==> src/rtl/uart_pkg.sv <==
// Shared UART definitions: transmit-arbiter FSM encoding, register map
// constants and small elaboration helpers.
package uart_pkg;

    // Transmit arbiter states
    typedef enum logic [2:0] {
        ST_IDLE      = 3'd0,
        ST_LAUNCH    = 3'd1,
        ST_WAIT_BUSY = 3'd2,
        ST_WAIT_DONE = 3'd3,
        ST_GAP       = 3'd4
    } tx_state_e;

    // UART register map
    localparam logic [31:0] UART_TXD_ADDR = 32'h8000_0018;
    localparam logic [31:0] UART_RXD_ADDR = 32'h8000_001C;
    localparam logic [31:0] UART_CON_ADDR = 32'h8000_0020;

    // Requester identifiers as carried on grant_id and the last-grant pointer
    localparam logic GNT_A = 1'b0;
    localparam logic GNT_B = 1'b1;

    // Larger of two counts, used to size the shared gap/timeout counter
    function automatic int unsigned max_u(input int unsigned x, input int unsigned y);
        return (x > y) ? x : y;
    endfunction

endpackage

==> src/rtl/rr_arb2.sv <==
// Two-way round-robin pick. Bit 0 is requester A, bit 1 is requester B.
// On a tie the requester that did not win last time is chosen; a lone
// requester always wins regardless of history.
module rr_arb2
    import uart_pkg::*;
(
    input  logic [1:0] req,
    input  logic       last,
    output logic [1:0] gnt
);

    // One-hot grant from the request pair and the last-grant pointer
    always_comb begin
        gnt = 2'b00;
        case (req)
            2'b01:   gnt = 2'b01;
            2'b10:   gnt = 2'b10;
            2'b11:   gnt = (last == GNT_B) ? 2'b01 : 2'b10;
            default: gnt = 2'b00;
        endcase
    end

endmodule

==> src/rtl/uart_tx_arbiter.sv <==
// Arbitrates two byte sources (CPU store path A, receive-echo path B) onto
// a single UART transmitter. One frame at a time: accept a byte, pulse
// tx_start, wait for the transmitter to go busy and then idle again, then
// hold off for GAP_CYC cycles before the next grant. A transmitter that
// never raises tx_busy is abandoned after BUSY_TO cycles with a tx_err pulse.
module uart_tx_arbiter
    import uart_pkg::*;
#(
    parameter int unsigned GAP_CYC = 4,
    parameter int unsigned BUSY_TO = 8
) (
    input  logic       clk,
    input  logic       reset,
    input  logic       a_valid,
    input  logic [7:0] a_data,
    output logic       a_ready,
    input  logic       b_valid,
    input  logic [7:0] b_data,
    output logic       b_ready,
    output logic       tx_start,
    output logic [7:0] tx_data,
    input  logic       tx_busy,
    output logic       grant_id,
    output logic       tx_err
);

    // One counter serves both the busy timeout and the inter-frame gap
    localparam int unsigned CNT_MAX = max_u(GAP_CYC, BUSY_TO);
    localparam int          CW      = $clog2(CNT_MAX) + 1;
    // Terminal counts; a zero parameter still spends one cycle in its state
    localparam logic [CW-1:0] BUSY_LAST = (BUSY_TO == 0) ? '0 : CW'(BUSY_TO - 1);
    localparam logic [CW-1:0] GAP_LAST  = (GAP_CYC == 0) ? '0 : CW'(GAP_CYC - 1);

    tx_state_e     state, state_nxt;
    logic [CW-1:0] cnt, cnt_nxt;
    logic          last_gnt;
    logic [1:0]    gnt;
    logic          accept;
    logic          err_nxt;

    rr_arb2 u_rr (
        .req  ({b_valid, a_valid}),
        .last (last_gnt),
        .gnt  (gnt)
    );

    // Next-state, counter and launch decode
    always_comb begin
        state_nxt = state;
        cnt_nxt   = cnt;
        accept    = 1'b0;
        err_nxt   = 1'b0;
        tx_start  = 1'b0;
        case (state)
            ST_IDLE: begin
                // A transmitter still busy from elsewhere blocks the grant
                if (!tx_busy && (a_valid || b_valid)) begin
                    accept    = 1'b1;
                    state_nxt = ST_LAUNCH;
                end
            end
            ST_LAUNCH: begin
                tx_start  = 1'b1;
                cnt_nxt   = '0;
                state_nxt = ST_WAIT_BUSY;
            end
            ST_WAIT_BUSY: begin
                if (tx_busy) begin
                    state_nxt = ST_WAIT_DONE;
                end else if (cnt == BUSY_LAST) begin
                    err_nxt   = 1'b1;
                    cnt_nxt   = '0;
                    state_nxt = ST_GAP;
                end else begin
                    cnt_nxt = cnt + CW'(1);
                end
            end
            ST_WAIT_DONE: begin
                if (!tx_busy) begin
                    cnt_nxt   = '0;
                    state_nxt = ST_GAP;
                end
            end
            ST_GAP: begin
                if (cnt >= GAP_LAST) begin
                    cnt_nxt   = '0;
                    state_nxt = ST_IDLE;
                end else begin
                    cnt_nxt = cnt + CW'(1);
                end
            end
            default: begin
                cnt_nxt   = '0;
                state_nxt = ST_IDLE;
            end
        endcase
    end

    // Ready is suppressed while reset is held so nothing is handed off
    // during reset even though the state already reads IDLE
    assign a_ready = accept && gnt[0] && reset;
    assign b_ready = accept && gnt[1] && reset;

    // State, counter and timeout pulse registers
    always_ff @(posedge clk or negedge reset) begin
        if (!reset) begin
            state  <= ST_IDLE;
            cnt    <= '0;
            tx_err <= 1'b0;
        end else begin
            state  <= state_nxt;
            cnt    <= cnt_nxt;
            tx_err <= err_nxt;
        end
    end

    // Capture the granted byte and owner; held until the next accept
    always_ff @(posedge clk or negedge reset) begin
        if (!reset) begin
            tx_data  <= 8'h00;
            grant_id <= GNT_A;
            last_gnt <= GNT_B;
        end else if (accept) begin
            tx_data  <= gnt[1] ? b_data : a_data;
            grant_id <= gnt[1];
            last_gnt <= gnt[1];
        end
    end

endmodule

==> config.mk <==
export PLATFORM = sky130hd
export DESIGN_NAME = uart_tx_arbiter
export DESIGN_NICKNAME = d
export VERILOG_FILES = /design/src/rtl/uart_pkg.sv /design/src/rtl/rr_arb2.sv /design/src/rtl/uart_tx_arbiter.sv
export SDC_FILE = /design/constraint.sdc
export NUM_CORES = 1
export LEC_CHECK = 0
export ABC_AREA = 1
export CORE_MARGIN = 4
export CORE_UTILIZATION = 44
export DETAILED_ROUTE_END_ITERATION = 8
export PLACE_DENSITY = 0.77
export SLEW_MARGIN = 30
export SYNTH_ARGS = -nofsm -noshare
export SYNTH_HDL_FRONTEND = slang
export SYNTH_SLANG_ARGS = --single-unit
==> constraint.sdc <==
create_clock -name clk -period 1.95 [get_ports clk]
set_clock_uncertainty 0.2 [all_clocks]
set_input_delay 0.39 -clock clk [delete_from_list [all_inputs] [get_ports clk]]
set_output_delay 0.39 -clock clk [all_outputs]
set_load 0.03 [all_outputs]
==> impl_results.md <==
* Synth Instances at 116
* Async set-reset flop share out of synthesis at 1.000
* FF+latch count, synth at 18
* Post-layout min period at 1.992 ns
* Layout cells sized above 1 at 0.2262
* Pre-Repair DR Iteration Count at 4
* First-pass GRT wire length at 3.919 mm
* GR Overflow Total at 0
* Root Driver: clkbuf_4
* Syn Area/Cell at 8.381 um2
* DRT Wirelength at 2.453 mm
* Design Power at 2.023 mW
* Pleak at 0.7735 nW
* Clock sink count at 18
* Gp weighted congestion at 0.7948
* Top FF cell, synth: dfrtp_1
* Number of nets with antenna violations after routing at 0
* Placed instance area at 1394 um2
* Post-synth top area share at 0.4376
* Power per cell area at 1334 nW/um2
* Worst-path clk slew at 0.11 ns
* Setup TNS at -0.05955 ns
* RSZ-0062 raised after global routing: yes
* Area grow syn2layout at 55.98%
* Die Height at 55.01 um
* Pre-CTS WS at -0.1343 ns
* Final Hold Vio Count at 0
* Dpl hpwl at 1.762 mm
* Routed wire length per instance at 12.58 um
* Number of CTS-inserted buffers at 3
* Starting Density at 0.4808
* Crit share post-route at 1.021
* Final setup fails at 2
* CTS max path bufs at 2
* Register area share after synthesis at 0.4646
* Worst-Margin Slew at 0.3303 ns
* PortBufs at 33
* Largest net degree at the start of global routing at 19
* Relative slew slack at 0.7794
* Worst-Skew Late Latency at 0.30 ns
* Layout Utilization at 0.7500
* Worst setup margin at -0.04180 ns
* Synth warnings at 0
* Diode count at 0
* Initial antenna violation count at 0
* R2r endpoint: cnt[1]$_DFFE_PN0P_
* CP Max Fanout at 3
* Max-slew violations at 0
* # fillers at 151
* Failing checks: negative setup slack
* Worst Setup End Kind: primary output
* R2R setup slack at 0.29 ns
* Min-Delay Path Class: in -> async
* # rows at 16
* Cts hold-fix bufs at 0
* Status: complete, but fails checks
* Die area at 3026 um2
* Core Area at 2022 um2
* Largest cells by area after synthesis: dfrtp_1, nand2_1, a31oi_1
* DRC at 0
* Maximum vdd drop at 0.0009169 V
* Vias in the first global route at 907
* DRT iter0 DRCs at 13
* Vias per std cell at 4.985
* Max cap viols at 0
* Final nets at 191
* TritonCTS clock tree: yes
* Multi-input combinational cell area at 485.5 um2
* Worst EP required at 1.36 ns
* FF+latch area at 454.2 um2
* Startpoint types: flop
* Syn nets at 138
* Arrival @ worst endpoint at 1.40 ns
* Num ports at 34
* Fmax at 502.1 MHz
* Worst reg2reg startpoint: state[1]$_DFFE_PN0P_
* Post-synth EDFFs at 0
* R2r worst-path depth at 8
* Via count at 972
* H-Tree Depth at 1
* Synthesized cell area at 972.2 um2
* Cell taking the most area after synthesis: dfrtp_1
* Synth unique cells at 25
* Gr usage total at 0.1849
* Die Wd at 55.01 um
* Crit Path Class: reg -> out
* Final design area excluding fillers at 1516 um2
cell type report:
cell class | instances | share of cell area
Clock buffer | 4 | 0.02393
Inverter | 10 | 0.02475
Multi-Input combinational cell | 86 | 0.3201
Sequential cell | 18 | 0.2995
Tap cell | 27 | 0.02228
Timing Repair Buffer | 50 | 0.3094
synth_stat cells, types with 2 or more instances:
master,number
nand2_1,27
dfrtp_1,17
nor2_1,13
inv_1,10
nand3_1,9
a31oi_1,8
nand2b_1,8
nand4_1,4
o21ai_0,3
a21oi_1,2
where the power goes:
| group | total (mW) | switching, mW | internal, mW |
|---|---|---|---|
| Clock | 0.237 | 0.123 | 0.114 |
| Combinational | 1.15 | 0.660 | 0.493 |
| Sequential | 0.633 | 0.102 | 0.531 |
layer usage:
metal  GRT usage  wire length [um]  vias to the layer above
li1            -                 -                      488
met5           0                 0                        -
met4      0.1053                37                        0
met2      0.3110              1239                       32
met1      0.2074               997                      446
met3     0.05362               179                        6
per-stage QoR:
step | cells | hold slack, ns
after floorplan | 116 | -0.1056
final | 195 | 0.3000
after CTS | 194 | 0.3027
after global placement | 185 | 0.2815
after global routing | 195 | 0.2981
after detailed placement | 185 | 0.2967
worst max-delay path, stage by stage (launching register included):
cell	delay [ns]
dfrtp_2	0.45
nor2_4	0.14
nand2_4	0.08
nor2_8	0.10
o211ai_2	0.09
nor2_2	0.11
buf_6	0.14
cells in the final DEF (no fill, tap or decap), drive strengths merged, types with 7 or more instances in the layout:
cell type	instances
nand3	9
buf	20
dfrtp	17
clkdlybuf4s50	18
nand2b	8
dlymetal6s2s	7
a31oi	8
nor2	16
inv	10
nand2	29
logic make-up (layout without fill, tap and decap cells):
| group | Yosys count | after routing | share of synthesized area |
|---|---|---|---|
| buffers and inverters | 12 | 64 | 0.05920 |
| flip-flops | 18 | 18 | 0.4646 |
| AO/OA/AOI/OAI | 16 | 16 | 0.1081 |
| XOR/XNOR | 1 | 1 | 0.009011 |
| AND/OR/NAND/NOR | 68 | 68 | 0.3462 |
| adder cells (fa/ha/maj) | 1 | 1 | 0.01287 |
worst max-delay path by stage:
stage	startpoint	end	depth (start not counted)	slack (ns)
after global placement	tx_busy	a_ready	7	-0.10
final	state[1]$_DFFE_PN0P_	a_ready	6	-0.04
after detailed placement	a_valid	b_ready	6	-0.13
after CTS	state[0]$_DFFE_PN0P_	a_ready	6	-0.06
after floorplan	state[1]$_DFFE_PN0P_	a_ready	6	0.06
after global routing	state[1]$_DFFE_PN0P_	a_ready	6	-0.11
registers in the layout (all words and copies together), names as in the netlist:
name,count
last_gnt,1
tx_err,1
state,3
cnt,4
tx_data,8
grant_id,1
timing repair:
action | in CTS | in global routing
pin swaps | 3 | 2
resized for setup | 12 | 8
gates cloned | 0 | 0
endpoints found under the setup margin | 4 | 10
setup buffers | 5 | 1
No activity file was read; power rests on OpenSTA's default activity.
